File: config.mk
export PLATFORM = sky130hd
export DESIGN_NAME = expr_emitter
export DESIGN_NICKNAME = d
export VERILOG_FILES = /design/src/rtl/expr_emitter.sv
export SDC_FILE = /design/constraint.sdc
export NUM_CORES = 1
export LEC_CHECK = 0
export BUFFER_PORTS_ARGS = -buffer_cell sky130_fd_sc_hd__buf_4
export CAP_MARGIN = 20
export CORE_ASPECT_RATIO = 0.7
export CORE_UTILIZATION = 50
export CTS_BUF_LIST = sky130_fd_sc_hd__clkbuf_8
export CTS_CLUSTER_DIAMETER = 100
export DETAILED_ROUTE_END_ITERATION = 10
export PLACE_DENSITY = 0.74
export SETUP_SLACK_MARGIN = 0.05
export SYNTH_ARGS = -nofsm -noshare
export SYNTH_HDL_FRONTEND = slang
export SYNTH_SLANG_ARGS = --single-unit
File: constraint.sdc
create_clock -name clk -period 2.4 [get_ports clk]
set_clock_uncertainty 0.2 [all_clocks]
set_input_delay 0.48 -clock clk [delete_from_list [all_inputs] [get_ports clk]]
set_output_delay 0.48 -clock clk [all_outputs]
set_load 0.005 [all_outputs]
File: src/rtl/expr_emitter.sv
// Serialises a latched list of BCD digits and '+'/'*' operators into an ASCII byte stream.
// Optional: define EXPR_TERM_EN to append an '=' terminator after the last digit.
module expr_emitter #(
  parameter  int MAX_TERMS = 8,
  localparam int CNT_W     = $clog2(MAX_TERMS + 1)
) (
  input  logic                   clk,
  input  logic                   clr,
  input  logic                   start,
  input  logic [CNT_W-1:0]       term_cnt,
  input  logic [4*MAX_TERMS-1:0] digits,
  input  logic [MAX_TERMS-2:0]   ops,
  input  logic                   out_ready,
  output logic [7:0]             out_char,
  output logic                   out_valid,
  output logic                   busy,
  output logic                   done,
  output logic                   err
);

`ifdef EXPR_TERM_EN
  typedef enum logic [2:0] {IDLE, DIGIT, OP, TERM, FIN} state_t;
`else
  typedef enum logic [1:0] {IDLE, DIGIT, OP, FIN} state_t;
`endif

  state_t                 state, state_nxt;
  logic [CNT_W-1:0]       idx, idx_nxt;
  logic [CNT_W-1:0]       lat_n;
  logic [4*MAX_TERMS-1:0] lat_digits;
  logic [MAX_TERMS-2:0]   lat_ops;
  logic                   req_ok;
  logic                   load;
  logic                   err_nxt;
  logic [3:0]             cur_digit;
  logic                   cur_op;

  // Only digits below term_cnt take part in validation; the rest are don't-care.
  always_comb begin
    req_ok = (term_cnt != '0) && (term_cnt <= CNT_W'(MAX_TERMS));
    for (int unsigned i = 0; i < MAX_TERMS; i++) begin
      if ((CNT_W'(i) < term_cnt) && (digits[4*i +: 4] > 4'd9)) req_ok = 1'b0;
    end
  end

  always_comb begin
    cur_digit = '0;
    cur_op    = 1'b0;
    for (int unsigned i = 0; i < MAX_TERMS; i++) begin
      if (idx == CNT_W'(i)) cur_digit = lat_digits[4*i +: 4];
    end
    for (int unsigned i = 0; i < MAX_TERMS - 1; i++) begin
      if (idx == CNT_W'(i)) cur_op = lat_ops[i];
    end
  end

  always_comb begin
    state_nxt = state;
    idx_nxt   = idx;
    load      = 1'b0;
    out_char  = '0;
    out_valid = 1'b0;
    done      = 1'b0;
    busy      = (state != IDLE);
    err_nxt   = (state == IDLE) && start && !req_ok;
    case (state)
      IDLE: begin
        if (start && req_ok) begin
          load      = 1'b1;
          idx_nxt   = '0;
          state_nxt = DIGIT;
        end
      end
      DIGIT: begin
        out_char  = 8'h30 + {4'h0, cur_digit};
        out_valid = 1'b1;
        if (out_ready) begin
`ifdef EXPR_TERM_EN
          state_nxt = (idx == lat_n - CNT_W'(1)) ? TERM : OP;
`else
          state_nxt = (idx == lat_n - CNT_W'(1)) ? FIN : OP;
`endif
        end
      end
      OP: begin
        out_char  = cur_op ? 8'h2A : 8'h2B;
        out_valid = 1'b1;
        if (out_ready) begin
          idx_nxt   = idx + CNT_W'(1);
          state_nxt = DIGIT;
        end
      end
`ifdef EXPR_TERM_EN
      TERM: begin
        out_char  = 8'h3D;
        out_valid = 1'b1;
        if (out_ready) state_nxt = FIN;
      end
`endif
      FIN: begin
        done      = 1'b1;
        state_nxt = IDLE;
      end
      default: state_nxt = IDLE;
    endcase
  end

  always_ff @(posedge clk or posedge clr) begin
    if (clr) begin
      state      <= IDLE;
      idx        <= '0;
      lat_n      <= '0;
      lat_digits <= '0;
      lat_ops    <= '0;
      err        <= 1'b0;
    end else begin
      state <= state_nxt;
      idx   <= idx_nxt;
      err   <= err_nxt;
      if (load) begin
        lat_n      <= term_cnt;
        lat_digits <= digits;
        lat_ops    <= ops;
      end
    end
  end

endmodule

==> results.toml <==
[clock_network]
clock_tree_from_tritoncts = "done"
clock-root-buffer = "clkbuf_8"
cts.htree.levels = 2
reg_clk_slew_reported_paths_ns = 0.09
hold_buffers = 0
maximum_number_of_buffers_from_clock_root_to_sink = 2
cts_made_buffers = 5
clock_latency_ns = 0.31
clkSinkCount = 50

[floorplan]
die_h_um = 64.4
fp-row-count = 22
die_area_um2 = 5870
fp.dieW_um = 91.2
start_util_pct = 52.4
core_area_um2 = 5310
pin_count = 59

[setup_path]
path_cells = "inv_2 -> buf_4 -> ha_1 -> buf_12 -> nor3b_1 -> a21oi_1 -> o31ai_1 -> a211oi_1 -> buf_4"
critical_path.slowest_cell = "dfrtp_1"
rr_worst_depth = 6
cp_data_arrival_time_ns = 2.09
worst-setup-path-type = "flip-flop to output port"
cp_common_cell = "buf_4"
crit_path_start_kind = "flip-flop"
timing.rr.end = "idx[1]$_DFFE_PP0P_"
setup.reg_to_reg.worst_slack_ns = 0.48
worstSetupEndpointType = "output port"
crit-reg2reg-launch = "state[0]$_DFFE_PP0P_"
cp_max_fo = 20
crit_path_max_incr_delay_ns = 0.41
required_ns = 1.72

[cells_and_area]
finish.instance_area_um2 = 3550
area.growth.synth_to_final_pct = 27.4
final_net_count = 384
antenna_cells_inserted = 0
final_core_util_pct = 66.7
post_route_cells_drive_above_1_share_pct = 42.6

[global_routing]
vias_in_the_first_global_route = 2064
global_route.usage.total_pct = 23.2
antenna_found_initial = 0
grt_max_degree = 51
globalRoute.totalOverflow = 0
global_route_wire_length_before_repair_mm = 10.4

[timing]
final-max-slew-violation-count = 0
post-route-min-period_ns = 2.77
hold_viol = 3
achievable-frequency_mhz = 361
fin_worst_hold_slack_ns = -0.00277
setup_violations = 4
post-route-period-util_pct = 115
timing.final.ws_setup_ns = -0.369
unrepaired_setup_endpoints_after_global_routing = "yes"

[synth]
synth_area_per_cell_um2 = 10.8
synth_common_cells = "dfrtp_1, mux2_2, o21ai_0, nand2_1, nor2_1"
synth_seq_area_share_pct = 45.0
post_synth_main_area_contributors = "dfrtp_1, mux2_2, mux2_4, ha_1, o21ai_0"
synth.top_cell.area_share_pct = 45.0
postSynth.asyncResetShare_pct = 100
postSynthCellCount = 258
post-synth-top-area-cell = "dfrtp_1"
yosysWarningCount = 0
post-synth-top-count-cell = "dfrtp_1"
syn_area_um2 = 2780
synth.distinct_cells = 42
synth-seq-cells = 50
synth_top_flop_cell = "dfrtp_1"
synth-edff-count = 0

[power_and_ir_drop]
sw_frac_of_total_pct = 35.4
leakage_uw = 0.00173
pwr-share-clk_pct = 13.6
power.density_nw_per_um2 = 1070
switchingPower_uw = 1340
irDropWorstVdd_v = 0.000504
combPwrFrac_pct = 46.7
share_seq_of_total_power_pct = 39.8
internal_power_uw = 2450

[run]
timing.max_cap.violations = 0

[routing]
drc = 0
via_per_inst = 5.46
drt-wirelength-per-cell_um = 15.8
first_pass_iters = 4
final_antenna_net_count = 0
postRouteWirelength_mm = 6.35
drtIter0Drc = 86
detailroute.via_count = 2191

[placement]
postPlaceCellArea_um2 = 3410
gpl.final_weighted_congestion = 0.822
hpwl_mm = 4.69
numPortBuffers = 56

[status]
failed_checks = "negative hold slack, negative setup slack"
outcome = "finished with violations"

[hold_path]
worstHoldPathType = "input pin to async pin"
-- cell type report --
type	count	area [um^2]
fillers	419	1770
inverters	11	41.3
clock inverters	2	12.5
well taps	72	90.1
multi-input cells	180	1410
clock buffers	6	82.6
repair buffers	80	654
flip-flops and latches	50	1250
-- metrics by stage --
stage / setup WS, ns / power [uW] / std cells / TNS, ns / hold WS (ns)
global route: -0.446 / 4070 / 401 / -1.69 / 0.0296
detailed placement: -0.181 / 3200 / 393 / -7.25 / 0.295
global placement: -0.117 / 3150 / 393 / -4.18 / 0.289
CTS: -0.350 / 3790 / 401 / -1.31 / 0.0214
finish: -0.369 / 3790 / 401 / -1.29 / -0.00277
floorplan: 0.0541 / 2590 / 259 / 0 / 0.268
-- routing by layer --
metal	up-vias	GRT usage (%)	wire [um]
met2	82	33.4	2720
met1	1048	36.1	3190
met3	4	4.34	412
met4	0	4.76	31
met5	-	0	0
li1	1057	-	-
-- registers in the layout, summed over array words and instances (netlist names) --
register	flops
state	2
lat_ops	7
err	1
idx	4
lat_digits	32
lat_n	4
-- cells by family after synthesis --
group	Yosys count	synth area share, %
compound gates	68	15.2
simple gates	51	8.68
buf+inv	29	5.53
mux	44	19.6
flops	50	45.0
fa+ha+maj	9	4.05
xor+xnor	6	1.89
other cells	1	0.135
-- repair_timing --
| item | in CTS | in global routing |
|---|---|---|
| pin swaps | 8 | 3 |
| resized for setup | 13 | 4 |
| endpoints found under the setup margin | 4 | 4 |
| buffers inserted | 1 | 0 |
-- power by group through the flow --
| stage | Sequential [uW] | Combinational [uW] | Clock [uW] |
|---|---|---|---|
| after floorplan | 1420 | 1170 | 0 |
| after global placement | 1490 | 1650 | 0 |
| after detailed placement | 1510 | 1690 | 0 |
| after CTS | 1500 | 1760 | 520 |
| after global routing | 1550 | 1950 | 572 |
| final | 1510 | 1770 | 515 |
-- critical path: cells and delay by family, from the launching register on --
family	cells	cell delay, ns
adder cells (fa/ha/maj)	1	0.22
AND/OR/NAND/NOR	1	0.13
AO/OA/AOI/OAI	3	0.49
buffers and inverters	4	0.52
flip-flops	1	0.41
-- cells in the final DEF (no fill, tap or decap), types with 4 or more instances in the layout --
cell type  netlist  routed
a21oi_1         15      15
a22oi_1          7       5
buf_12           0       4
buf_4            5      75
clkbuf_8         0       6
dfrtp_1         50      50
ha_1             9       7
inv_1           11       8
mux2_2          28      28
mux2_4          14      14
nand2_1         17      17
nor2_1          16      16
nor3_1           6       6
o211ai_1         5       5
o21ai_0         21      13
o21ai_1          2      10
xnor2_1          4       4
-- worst max path at each step --
stage                       start                          to  slack (ns)
3_3_place_gp           digits[18]          idx[0]$_DFFE_PP0P_       -0.12
3_5_place_dp           digits[18]          idx[0]$_DFFE_PP0P_       -0.18
5_1_grt        idx[1]$_DFFE_PP0P_                 out_char[0]       -0.45
4_1_cts        idx[0]$_DFFE_PP0P_                 out_char[0]       -0.35
6_report       idx[0]$_DFFE_PP0P_                 out_char[2]       -0.37
2_1_floorplan         term_cnt[3]  lat_digits[26]$_DFFE_PP0P_        0.05
Power figures use the tool's default switching activity.
